## config.mk

```make
export PLATFORM = sky130hd
export DESIGN_NAME = tty_mmio_ctrl
export DESIGN_NICKNAME = d
export VERILOG_FILES = /design/src/rtl/tty_mmio_ctrl.sv
export SDC_FILE = /design/constraint.sdc
export NUM_CORES = 1
export LEC_CHECK = 0
export BUFFER_PORTS_ARGS = -buffer_cell sky130_fd_sc_hd__buf_2
export CORE_MARGIN = 8
export CORE_UTILIZATION = 50
export DETAILED_ROUTE_END_ITERATION = 12
export GPL_TIMING_DRIVEN = 0
export PLACE_DENSITY = 0.88
export REMOVE_ABC_BUFFERS = 1
export SYNTH_ARGS = -nofsm -noshare
export SYNTH_HDL_FRONTEND = slang
export SYNTH_SLANG_ARGS = --single-unit
```

## constraint.sdc

```tcl
create_clock -name ck -period 2.5 [get_ports ck]
set_clock_uncertainty 0.15 [all_clocks]
set_input_delay 0.5 -clock ck [delete_from_list [all_inputs] [get_ports ck]]
set_output_delay 0.5 -clock ck [all_outputs]
set_load 0.005 [all_outputs]
```

## src/rtl/tty_mmio_ctrl.sv

```systemverilog
// ---------------------------------------------------------------------------
// tty_mmio_ctrl
//   Memory-mapped TTY handshake sequencer for a core without I/O opcodes.
//   Loads/stores arrive on a chip-select bus. The TX path drives RD and then
//   strobes DSR. The RX path raises CTS, waits for RTS, and then lets a
//   counted settle window run before it latches TD.
//
//   Build option: define TTY_IRQ_EN to enable irq_o and CTRL[2:1].
//
// State table (TX)
//   TX_IDLE     | no character in flight, accepts DATA store
//   TX_SETUP    | RD stable, counting SETUP_CYC before strobe
//   TX_WAIT_DTR | waiting for synchronised DTR
//   TX_STROBE   | DSR high for STROBE_CYC cycles
//   TX_HOLD     | DSR low, RD held one more cycle
// State table (RX)
//   RX_ARM      | CTS offered (when rx_en and buffer empty)
//   RX_SETTLE   | RTS seen, counting SETTLE_CYC before TD capture
//   RX_FULL     | character in rx_buf, waiting for DATA load
//
// Ports
//   ck, clr_n          clock / async active-low reset
//   cs_i, we_i, re_i   bus chip select, store strobe, load strobe
//   addr_i             0 DATA, 1 STATUS, 2 CTRL, 3 reserved
//   wdata_i / rdata_o  store data / registered load data
//   tty_td_i           character from terminal
//   tty_rts_i          terminal has data (async)
//   tty_dtr_i          terminal ready (async)
//   tty_rd_o           character to terminal
//   tty_cts_o          ready to receive
//   tty_dsr_o          character-valid strobe
//   irq_o              interrupt request (TTY_IRQ_EN only)
// ---------------------------------------------------------------------------
module tty_mmio_ctrl #(
  parameter int unsigned SETUP_CYC  = 4,
  parameter int unsigned STROBE_CYC = 2,
  parameter int unsigned SETTLE_CYC = 12   // terminal needs at least 10
) (
  input  logic        ck,
  input  logic        clr_n,
  input  logic        cs_i,
  input  logic        we_i,
  input  logic        re_i,
  input  logic [1:0]  addr_i,
  input  logic [31:0] wdata_i,
  output logic [31:0] rdata_o,
  input  logic [7:0]  tty_td_i,
  input  logic        tty_rts_i,
  input  logic        tty_dtr_i,
  output logic [7:0]  tty_rd_o,
  output logic        tty_cts_o,
  output logic        tty_dsr_o,
  output logic        irq_o
);

  localparam int unsigned CNT_W = 8;
  localparam logic [CNT_W-1:0] SETUP_LD  = CNT_W'(SETUP_CYC - 1);
  localparam logic [CNT_W-1:0] STROBE_LD = CNT_W'(STROBE_CYC - 1);
  localparam logic [CNT_W-1:0] SETTLE_LD = CNT_W'(SETTLE_CYC - 1);

  localparam logic [1:0] A_DATA = 2'd0;
  localparam logic [1:0] A_STAT = 2'd1;
  localparam logic [1:0] A_CTRL = 2'd2;

  typedef enum logic [2:0] {
    TX_IDLE, TX_SETUP, TX_WAIT_DTR, TX_STROBE, TX_HOLD
  } tx_state_e;

  typedef enum logic [1:0] {
    RX_ARM, RX_SETTLE, RX_FULL
  } rx_state_e;

  // synchronisers
  logic [1:0] rts_sync_q;
  logic       rts_dly_q;
  logic [1:0] dtr_sync_q;
  logic       rts_rise;
  logic       dtr_sync;

  tx_state_e        tx_state_q, tx_state_d;
  logic [CNT_W-1:0] tx_cnt_q, tx_cnt_d;
  logic [7:0]       rd_q, rd_d;
  logic             dsr_q, dsr_d;
  logic             tx_ovr_q, tx_ovr_d;

  rx_state_e        rx_state_q, rx_state_d;
  logic [CNT_W-1:0] rx_cnt_q, rx_cnt_d;
  logic [7:0]       rx_buf_q, rx_buf_d;
  logic             rx_valid_q, rx_valid_d;
  logic             rx_ovr_q, rx_ovr_d;

  logic [2:0]       ctrl_q, ctrl_d;
  logic [31:0]      rdata_q, rdata_d;

  logic bus_wr, bus_rd;
  logic data_wr, data_rd, stat_rd, ctrl_wr;
  logic tx_busy;
  logic [4:0] status;

  logic unused_wdata;
  assign unused_wdata = ^wdata_i[31:8];

  assign bus_wr  = cs_i & we_i;
  assign bus_rd  = cs_i & re_i;
  assign data_wr = bus_wr & (addr_i == A_DATA);
  assign data_rd = bus_rd & (addr_i == A_DATA);
  assign stat_rd = bus_rd & (addr_i == A_STAT);
  assign ctrl_wr = bus_wr & (addr_i == A_CTRL);

  assign rts_rise = rts_sync_q[1] & ~rts_dly_q;
  assign dtr_sync = dtr_sync_q[1];
  assign tx_busy  = (tx_state_q != TX_IDLE);
  assign status   = {rx_ovr_q, tx_ovr_q, dtr_sync, rx_valid_q, tx_busy};

  // ---------------- TX next state ----------------
  always_comb begin
    tx_state_d = tx_state_q;
    tx_cnt_d   = tx_cnt_q;
    rd_d       = rd_q;
    tx_ovr_d   = tx_ovr_q & ~stat_rd;
    unique case (tx_state_q)
      TX_IDLE: begin
        if (data_wr) begin
          rd_d       = wdata_i[7:0];
          tx_cnt_d   = SETUP_LD;
          tx_state_d = TX_SETUP;
        end
      end
      TX_SETUP: begin
        if (tx_cnt_q == '0) tx_state_d = TX_WAIT_DTR;
        else                tx_cnt_d   = tx_cnt_q - 1'b1;
      end
      TX_WAIT_DTR: begin
        if (dtr_sync) begin
          tx_cnt_d   = STROBE_LD;
          tx_state_d = TX_STROBE;
        end
      end
      TX_STROBE: begin
        if (tx_cnt_q == '0) tx_state_d = TX_HOLD;
        else                tx_cnt_d   = tx_cnt_q - 1'b1;
      end
      TX_HOLD:  tx_state_d = TX_IDLE;
      default:  tx_state_d = TX_IDLE;
    endcase
    // overrun set takes priority over a same-cycle STATUS read clear
    if (data_wr && tx_busy) tx_ovr_d = 1'b1;
  end

  // DSR is a flop so it is glitch-free and still clears asynchronously
  assign dsr_d = (tx_state_d == TX_STROBE);

  // ---------------- RX next state ----------------
  always_comb begin
    rx_state_d = rx_state_q;
    rx_cnt_d   = rx_cnt_q;
    rx_buf_d   = rx_buf_q;
    rx_valid_d = rx_valid_q;
    rx_ovr_d   = rx_ovr_q & ~stat_rd;
    unique case (rx_state_q)
      RX_ARM: begin
        if (rts_rise) begin
          rx_cnt_d   = SETTLE_LD;
          rx_state_d = RX_SETTLE;
        end
      end
      RX_SETTLE: begin
        // runs to completion even if rx_en is cleared meanwhile
        if (rx_cnt_q == '0) begin
          rx_buf_d   = tty_td_i;
          rx_valid_d = 1'b1;
          rx_state_d = RX_FULL;
        end else begin
          rx_cnt_d = rx_cnt_q - 1'b1;
        end
      end
      RX_FULL: begin
        if (data_rd) begin
          rx_valid_d = 1'b0;
          rx_state_d = RX_ARM;
        end
      end
      default: rx_state_d = RX_ARM;
    endcase
    if (rts_rise && (rx_state_q != RX_ARM)) rx_ovr_d = 1'b1;
  end

  // ---------------- register file ----------------
  always_comb begin
    ctrl_d = ctrl_q;
    if (ctrl_wr) begin
`ifdef TTY_IRQ_EN
      ctrl_d = wdata_i[2:0];
`else
      ctrl_d = {2'b00, wdata_i[0]};
`endif
    end
  end

  // DATA load returns the pre-edge rx_buf, so a same-cycle capture is not lost
  always_comb begin
    rdata_d = rdata_q;
    if (bus_rd) begin
      unique case (addr_i)
        A_DATA:  rdata_d = {24'd0, rx_buf_q};
        A_STAT:  rdata_d = {27'd0, status};
        A_CTRL:  rdata_d = {29'd0, ctrl_q};
        default: rdata_d = 32'd0;
      endcase
    end
  end

  always_ff @(posedge ck or negedge clr_n) begin
    if (!clr_n) begin
      rts_sync_q <= '0;
      rts_dly_q  <= 1'b0;
      dtr_sync_q <= '0;
      tx_state_q <= TX_IDLE;
      tx_cnt_q   <= '0;
      rd_q       <= '0;
      dsr_q      <= 1'b0;
      tx_ovr_q   <= 1'b0;
      rx_state_q <= RX_ARM;
      rx_cnt_q   <= '0;
      rx_buf_q   <= '0;
      rx_valid_q <= 1'b0;
      rx_ovr_q   <= 1'b0;
      ctrl_q     <= '0;
      rdata_q    <= '0;
    end else begin
      rts_sync_q <= {rts_sync_q[0], tty_rts_i};
      rts_dly_q  <= rts_sync_q[1];
      dtr_sync_q <= {dtr_sync_q[0], tty_dtr_i};
      tx_state_q <= tx_state_d;
      tx_cnt_q   <= tx_cnt_d;
      rd_q       <= rd_d;
      dsr_q      <= dsr_d;
      tx_ovr_q   <= tx_ovr_d;
      rx_state_q <= rx_state_d;
      rx_cnt_q   <= rx_cnt_d;
      rx_buf_q   <= rx_buf_d;
      rx_valid_q <= rx_valid_d;
      rx_ovr_q   <= rx_ovr_d;
      ctrl_q     <= ctrl_d;
      rdata_q    <= rdata_d;
    end
  end

`ifdef TTY_IRQ_EN
  logic irq_q, irq_d;
  assign irq_d = (ctrl_q[1] & rx_valid_q) | (ctrl_q[2] & ~tx_busy);
  always_ff @(posedge ck or negedge clr_n) begin
    if (!clr_n) irq_q <= 1'b0;
    else        irq_q <= irq_d;
  end
  assign irq_o = irq_q;
`else
  assign irq_o = 1'b0;
`endif

  assign rdata_o   = rdata_q;
  assign tty_rd_o  = rd_q;
  assign tty_dsr_o = dsr_q;
  assign tty_cts_o = (rx_state_q == RX_ARM) & ctrl_q[0] & ~rx_valid_q;

endmodule

```

==> After elaboration in Yosys (flattened, before gate mapping) <==
Index checks and enable logic that the tools add are counted.
{ "totals": {"regBits": 79, "inputBits": 49, "wordCells": 87} }
{ "op_classes": {"n_addsub": 2, "eq_ne": 15, "n_mux": 22, "n_bitwise": 14, "reduce_logical": 19} }
{ "ops": {"columns": ["cell", "n"], "rows": [
  ["$pmux 8 s3", 2],
  ["$mux 8", 5],
  ["$logic_not 8->1", 2],
  ["$pmux 8 s2", 1],
  ["$sub 8x1->8 const B", 2],
  ["$ne 2x2->1 const B", 7],
  ["$mux 3", 4],
  ["$pmux 3 s4", 1],
  ["$and 1x1->1", 11],
  ["$eq 3x2->1 const B", 3],
  ["$reduce_and 3->1", 3],
  ["$mux 2", 3],
  ["$pmux 2 s3", 1],
  ["$reduce_bool 2->1", 3],
  ["$reduce_bool 3->1", 2],
  ["$eq 2x1->1 const B", 2],
  ["$eq 2x2->1 const B", 2],
  ["$logic_not 2->1", 2],
  ["$mux 1", 4],
  ["$reduce_and 2->1", 2],
  ["$reduce_and 4->1", 1],
  ["$eq 3x1->1 const B", 1],
  ["$logic_not 3->1", 1],
  ["$not 1->1", 3],
  ["3 further kinds", 4]
]} }

==> Logic depth before layout (Yosys ltp) <==
Gate-level depths: netlist of run 1.
{ "depth": {"depth_word": 5, "ltp_mapped": 7} }

==> Worst setup path after synthesis of run 1 <==
Ideal clock, no wire load.
{ "synth_timing": {"path_kind": "register to register", "from": "reg rx_cnt_q[0]", "to": "reg rx_cnt_q[4]", "setup_ns": 0.127, "arrival_ns": 1.757, "setup_slack_ns": 0.466, "stages_incl_launch_ff": 7, "n_path_buf": 0, "path_cell_list": "dfrtp_1 > inv_1 > ha_1 > nor4bb_1 > a221o_1 > or4_1 > mux2_1"} }
{ "synth_between": {"elab_chain_len": 3, "word_cells_on_any_way": 6, "classes_between": "1 x add/sub; 1 x eq/ne; 2 x mux; 2 x reduce/logical"} }
{ "synth_lines": {"columns": ["item", "line_no", "rtl"], "rows": [
  ["start: declaration", "87", "logic [CNT_W-1:0] rx_cnt_q, rx_cnt_d;"],
  ["start signal: assignment", "240", "rx_cnt_q <= rx_cnt_d;"],
  ["$sub 8x1->8 / $logic_not 8->1 (equally long branches)", "174, 169", null],
  ["$mux 8 / $ne 2x2->1 (equally long branches)", null, null],
  ["$pmux 8 s2 / $reduce_and 3->1 (equally long branches)", null, null]
]} }
Several ways; a longest one is shown, not always the timed one. The select of a mux whose other input is x is not followed.
A chain may end at the register's enable or synchronous reset.

==> Worst setup path after layout of run 1 <==
{ "layout_timing": {"from": "reg rts_dly_q", "to": "reg rx_cnt_q[4]"} }
{ "layout_between": {"elab_chain_len": 4} }
{ "layout_lines": {"columns": ["item", "line_no", "rtl"], "rows": [
  ["start: declaration", "75", "logic rts_dly_q;"],
  ["start signal: assignment", "232", "rts_dly_q <= rts_sync_q[1];"],
  ["$not 1->1", "110", "assign rts_rise = rts_sync_q[1] & ~rts_dly_q;"],
  ["$and 1x1->1", "110", null],
  ["$ne 2x2->1 (no line)", null, null],
  ["$reduce_and 3->1 (no line)", null, null]
]} }
Every way passes these cells.

==> metrics.cfg, run 1 <==
[power_and_ir_drop]
p_int_mw = 2.01
power_frac_clock_pct = 18.9
seqPwrFrac_pct = 49.2
comb_power_share_pct = 31.9
p_per_area_nw_per_um2 = 1030
power_switching_mw = 0.977
swShare_pct = 32.7
vdd_ir_drop_max_v = 0.000566
p_leak_nw = 1.42

[drt]
drtIter0Drc = 121
wl_per_cell_um = 14.3
drt-total-wl_mm = 4.94
routed_via_density = 5.14
num_vias = 1773
drc = 0
drt_pass1_iterations = 4
antenna_left = 0

[die]
start_util_pct = 51.5
num_rows = 26
die_y_um = 88.3
core-area_um2 = 5070
die_area_um2 = 7790
io_pins = 92
die_x_um = 88.3

[timing]
fin_crit_ns = 2.26
fmax_ghz = 0.443
worst_pin_slew_ns = 1.17
setup_viol = 0
slew_headroom_pct = 21.9
slew_viol_final = 0
period_share_pct = 90.3
holdWs_ns = 0.148
rsz0062_at_grt = false
tns_ns = 0
hold_viol_final = 0

[clock_network]
clk_pin_slew_ns = 0.09
cts.sinks = 55
numCtsBuffers = 5
cts.path.max_buffers = 2
cts_setup_buffers = 0
clockRootBuffer = clkbuf_8
cts_resized = 0
clk_latency_ns = 0.30
cts_max_level = 2
tritoncts = built
ctsHoldBuffers = 0

[worst_hold_path]
min_path_cells = 1
hold_path_class = input port to flip-flop
hp-start = tty_dtr_i
min_to = dtr_sync_q[0]

[placed_design]
dpl.hpwl_mm = 3.85
dp.cells = 338
globalplace.congestion = 0.843
port-buffer-count = 42

[worst_setup_path]
cp_max_fo = 11
worst_path_largest_cell_delay_ns = 0.86
crit_path_cell_trace = nand2b_1 > nor3_1 > and2b_2 > mux2_1
start_kind = flip-flop
worst-setup-path-type = flip-flop to flip-flop
slowest_stage = nor3_1
path_delay_family = simple AND/OR/NAND/NOR gates
crit_arrival_ns = 2.30
r2r_end = rx_cnt_q[4]
required_ns = 2.54
critPathBufInv = 0
worstReg2RegStart = rts_dly_q
r2r_setup_slack_ns = 0.24
r2r_cells = 4
cp-end-kind = flip-flop

[yosys]
synthArstFlopShare_pct = 100
syn-mean-instance-area_um2 = 11.4
yosys_warnings = 0
synth_cells = 230
yosysUniqueCellTypes = 42
synthesis.area_um2 = 2610
synth_edf_count = 0
synthFlopType = dfrtp_1
synth-seq-cells = 55
synth-seq-area-share_pct = 52.7

[final_layout]
fin_cells = 345
drive_gt1_share_pct = 28.0
nNetsFinal = 328
layout_commonest_cell = dfrtp_1
antenna_cells = 0
final_cell_mix = dfrtp_1 (55), buf_2 (42), conb_1 (25), mux2_2 (20), nor2_1 (17)
fillCellCount = 439
syn_to_final_growth_pct = 10.8
regArea_um2 = 1380
multiInputGateArea_um2 = 1080

[grt]
grt_overflow = 0
grt_max_degree = 56
antenna_found_initial = 0
grt_pass1_vias = 1740
grt_pass1_wl_mm = 7.92
track_usage_pct = 13.0

[flow_run]
cap_viol_max_count = 0

[run_status]
run_status = completed

[power groups by stage]
stage	logic [mW]	registers (mW)	clock network, mW
3_3_place_gp	0.910	1.47	0
6_report	0.953	1.47	0.564
3_5_place_dp	0.963	1.49	0
4_1_cts	0.966	1.47	0.579
2_1_floorplan	0.677	1.44	0
5_1_grt	1.08	1.52	0.604
[cell usage after synthesis (2+ instances only)]
cell / instances / share of area [%]
nor4_2: 2 / 0.96
nor4bb_1: 2 / 0.77
inv_1: 10 / 1.4
buf_2: 2 / 0.38
buf_4: 25 / 7.2
xnor2_1: 4 / 1.3
ha_1: 4 / 1.9
nand2b_1: 2 / 0.48
nand3b_1: 2 / 0.57
nor2b_1: 4 / 0.96
nand2_1: 10 / 1.4
mux2i_1: 6 / 2.3
nor2_1: 17 / 2.4
or4_1: 2 / 0.57
a21o_1: 2 / 0.57
mux2_2: 20 / 8.6
dfrtp_1: 55 / 53
or2_2: 2 / 0.48
nand3_1: 4 / 0.77
nor3b_1: 3 / 0.86
a22o_1: 4 / 1.3
and3_1: 3 / 0.72
a21oi_1: 9 / 1.7
nor3_1: 7 / 1.3
or3_1: 2 / 0.48
o21ai_0: 9 / 1.7
a211oi_1: 3 / 0.86
[per-stage QoR]
step / instance area (um^2) / worst slack (ns) / utilization, % / total power, mW
final: 2900 / 0.244 / 57.1 / 2.99
after global placement: 2790 / 0.334 / 55.0 / 2.38
after detailed placement: 2790 / 0.259 / 55.0 / 2.45
after global routing: 2900 / 0.0364 / 57.1 / 3.21
after floorplan: 2490 / 0.466 / - / 2.12
after CTS: 2900 / 0.217 / 57.1 / 3.02
[flip-flops by register name (all words and copies together) (netlist names), 2 cells and up]
| signal | flops |
|---|---|
| rts_sync_q | 2 |
| tty_rd_o | 8 |
| tx_state_q | 3 |
| tx_cnt_q | 8 |
| rx_state_q | 2 |
| rdata_o | 8 |
| rx_cnt_q | 8 |
| rx_buf_q | 8 |
| dtr_sync_q | 2 |
[how the worst max path moves through the flow]
stage	startpoint	to	slack, ns	cells after the start
after detailed placement	rts_dly_q	rx_cnt_q[4]	0.26	4
after global routing	tx_cnt_q[0]	tx_cnt_q[1]	0.04	6
after floorplan	rx_cnt_q[0]	rx_cnt_q[4]	0.47	6
final	rts_dly_q	rx_cnt_q[4]	0.24	4
after global placement	rts_dly_q	rx_cnt_q[4]	0.33	4
after CTS	rts_dly_q	rx_cnt_q[4]	0.22	4
[metal layers]
metal  part of all wire, %  track usage [%]
met2                    44             20.2
met3                   8.8             3.71
met1                    45             16.4
met4                   1.6             5.53
met5                     0                0
[area by class of cell]
cell class	count	area share, %
clock buffer	5	2.38
clock inverter	2	1.30
inverter	10	1.30
multi-input combinational	161	37.2
sequential	55	47.5
tap	70	3.03
timing repair buffer	42	7.26
[cells by family (layout without fill, tap and decap cells)]
kind of cell / count (synthesis) / count (layout) / synth area share [%]
AND/OR/NAND/NOR: 69 / 69 / 15.1
other: 1 / 25 / 0.144
buffers and inverters: 38 / 59 / 9.53
XOR/XNOR: 4 / 4 / 1.34
multiplexers: 27 / 27 / 11.4
AO/OA/AOI/OAI: 32 / 32 / 7.90
adder cells (fa/ha/maj): 4 / 4 / 1.92
flip-flops: 55 / 55 / 52.7
(Power assumes the default switching activity.)
==> run 2: changes to the inputs <==
--- a/config.mk
+++ b/config.mk
@@ -5,12 +5,13 @@
 export SDC_FILE = /design/constraint.sdc
 export NUM_CORES = 1
 export LEC_CHECK = 0
+export ABC_AREA = 1
 export BUFFER_PORTS_ARGS = -buffer_cell sky130_fd_sc_hd__buf_2
 export CORE_MARGIN = 8
-export CORE_UTILIZATION = 50
+export CORE_UTILIZATION = 51
 export DETAILED_ROUTE_END_ITERATION = 12
 export GPL_TIMING_DRIVEN = 0
-export PLACE_DENSITY = 0.88
+export PLACE_DENSITY_LB_ADDON = 0.12
 export REMOVE_ABC_BUFFERS = 1
 export SYNTH_ARGS = -nofsm -noshare
 export SYNTH_HDL_FRONTEND = slang
==> metrics.cfg, run 2 <==
[worst_setup_path]
cp_max_fo = 2  ; -9
worst_path_largest_cell_delay_ns = 0.40  ; -0.46 ns
r2r_end = rx_cnt_q[3]
worst-setup-path-type = flip-flop to output pin
cpMostUsedCell = nor2_1
required_ns = 1.85  ; -0.69 ns
cp-end-kind = output pin
slowest_stage = dfrtp_1
path_delay_family = flip-flops
r2r_setup_slack_ns = 0.82  ; +0.58 ns
r2r_cells = 7  ; +3
start_kind = flip-flop
worstReg2RegStart = rx_cnt_q[0]
crit_arrival_ns = 1.20  ; -1.10 ns
crit_path_cell_trace = nor2_1 > inv_1 > nor2_1 > buf_2
critPathBufInv = 2  ; +2

[yosys]
synth-seq-area-share_pct = 46.8  ; -5.8 points
yosys_warnings = 0  ; unchanged
synthesis.area_um2 = 2940  ; +12%
syn-mean-instance-area_um2 = 8.57  ; -25%
yosysMostFrequentCell = nand2_1
synthFlopType = dfrtp_1
synth_top_area_share_pct = 46.8  ; -5.8 points
synth_edf_count = 0  ; unchanged
synth_common_cells = nand2_1 (100), dfrtp_1 (55), inv_1 (40), buf_4 (25)
synthArstFlopShare_pct = 100  ; unchanged
yosysUniqueCellTypes = 31  ; -26%
yosys.area.top_type = dfrtp_1
synth_cells = 343  ; +49%
ys_top_cells_by_area = dfrtp_1 (47%), nand2_1 (13%), buf_4 (6.4%)
synth-seq-cells = 55  ; unchanged

[final_layout]
fillCellCount = 500  ; +14%
syn_to_final_growth_pct = 10.3
antenna_cells = 0  ; unchanged
design_area_um2 = 3240  ; +12%
nNetsFinal = 444  ; +35%
fin_cells = 464  ; +34%
layout_commonest_cell = nand2_1
drive_gt1_share_pct = 22.2  ; -5.8 points
final_cell_mix = nand2_1 (100), dfrtp_1 (55), buf_2 (42), inv_1 (40), conb_1 (25)

[placed_design]
port-buffer-count = 42  ; unchanged
dpl.hpwl_mm = 4.07  ; +5.8%
dp.cells = 455  ; +35%
globalplace.congestion = 0.838  ; -0.50%
dp_slack_ns = 0.690  ; +0.431 ns
placedInstanceArea_um2 = 3130  ; +12%

[timing]
setup_viol = 0  ; unchanged
slew_viol_final = 0  ; unchanged
hold_viol_final = 0  ; unchanged
rsz0062_at_grt = false
slew_headroom_pct = 56.3  ; +34 points
setup_ws_ns = 0.650  ; +0.407 ns
fmax_ghz = 0.541  ; +22%
worst_pin_slew_ns = 0.656  ; -0.515 ns
fin_crit_ns = 1.85  ; -0.407 ns
holdWs_ns = 0.0430  ; -0.105 ns
tns_ns = 0  ; unchanged
period_share_pct = 74.0  ; -16 points

[clock_network]
ctsHoldBuffers = 0  ; unchanged
clk_pin_slew_ns = 0.11  ; +0.02 ns
clockRootBuffer = clkbuf_8
cts_max_level = 2  ; unchanged
numCtsBuffers = 5  ; unchanged
cts.sinks = 55  ; unchanged
cts_resized = 0  ; unchanged
tritoncts = built
cts.path.max_buffers = 2  ; unchanged
cts_setup_buffers = 0  ; unchanged
clk_latency_ns = 0.32  ; +0.02 ns

[die]
die_area_um2 = 8440  ; +8.3%
start_util_pct = 53.0  ; +1.5 points
num_rows = 27  ; +3.8%
core-area_um2 = 5540  ; +9.2%
die_x_um = 91.9  ; +4.1%
die_y_um = 91.9  ; +4.1%
io_pins = 92  ; unchanged

[drt]
wl_met1_mm = 2.55  ; +14%
drt_pass1_iterations = 4  ; unchanged
top_layer = met4
drc = 0  ; unchanged
num_vias = 2161  ; +22%
drt-total-wl_mm = 5.49  ; +11%
antenna_left = 0  ; unchanged
wl_met2_mm = 2.52  ; +15%
wl_per_cell_um = 11.8  ; -17%
drtIter0Drc = 76  ; -37%
routed_via_density = 4.66  ; -9.4%
wl_met3_um = 354  ; -19%

[power_and_ir_drop]
vdd_ir_drop_max_v = 0.000407  ; -28%
p_leak_nw = 1.80  ; +27%
p_per_area_nw_per_um2 = 784  ; -24%

[run_status]
run_status = completed

[grt]
grt_pass1_vias = 2202  ; +27%
grt_pass1_wl_mm = 9.87  ; +25%
antenna_found_initial = 0  ; unchanged
grt_max_degree = 56  ; unchanged
grt_overflow = 0  ; unchanged
track_usage_pct = 14.0  ; +1.0 points

[flow_run]
cap_viol_max_count = 0  ; unchanged

[worst_hold_path]
hold_path_class = input port to async pin

[run 2: worst register-to-register path, delay by kind of cell, from the launching register on]
family | cells | cell delay (ns)
buffers and inverters | 1 | 0.17
AOI/OAI and AO/OA | 2 | 0.30
DFF | 1 | 0.38
and+or+nand+nor | 3 | 0.34
adders and majority gates | 1 | 0.23
[run 2: layout make-up]
cell class,instances,area (um^2),share of cell area [%]
clock buffers,5,68.8,2.12
clock inverters,3,23.8,0.733
inverters,44,165,5.09
multi-input cells,242,1290,39.7
flip-flops and latches,55,1380,42.5
well taps,72,90.1,2.78
repair buffers,43,230,7.10
[run 2: per-stage QoR]
stage / power [mW] / util [%]
2_1_floorplan: 1.83 / -
3_3_place_gp: 2.02 / 56.5
3_5_place_dp: 2.05 / 56.5
4_1_cts: 2.58 / 58.2
5_1_grt: 2.75 / 58.5
6_report: 2.54 / 58.5
[run 2: how the worst max path moves through the flow]
stage / startpoint / to / slack [ns] / depth (start not counted)
detailed placement: cs_i / rdata_o[6] / 0.69 / 6
global placement: clr_n / tx_cnt_q[5] / 0.71 / 1
CTS: rx_state_q[1] / tty_cts_o / 0.63 / 4
finish: rx_state_q[1] / tty_cts_o / 0.65 / 4
global route: rx_state_q[1] / tty_cts_o / 0.52 / 4
floorplan: rx_cnt_q[0] / rx_buf_q[1] / 0.95 / 7
[run 2: report_power, final]
part           switching [mW]  internal (mW)  leakage, nW
registers              0.0983           1.07        0.693
clock network           0.311          0.201       0.0408
logic                   0.559          0.301         1.06
[run 2: logic make-up (layout without fill, tap and decap cells)]
logic type / count (synthesis) / count (layout) / share of synthesized area, %
AO/OA/AOI/OAI: 32 / 32 / 7.28
XOR/XNOR: 4 / 4 / 1.19
adder cells (fa/ha/maj): 4 / 4 / 1.70
buffers and inverters: 70 / 95 / 12.4
flip-flops: 55 / 55 / 46.8
other: 1 / 25 / 0.128
AND/OR/NAND/NOR: 177 / 177 / 30.5
[run 2: metal layers]
layer | vias up | GRT usage, %
met5 | - | 0
met4 | 0 | 4.70
met3 | 6 | 4.56
met2 | 53 | 22.9
met1 | 979 | 16.9
li1 | 1123 | -
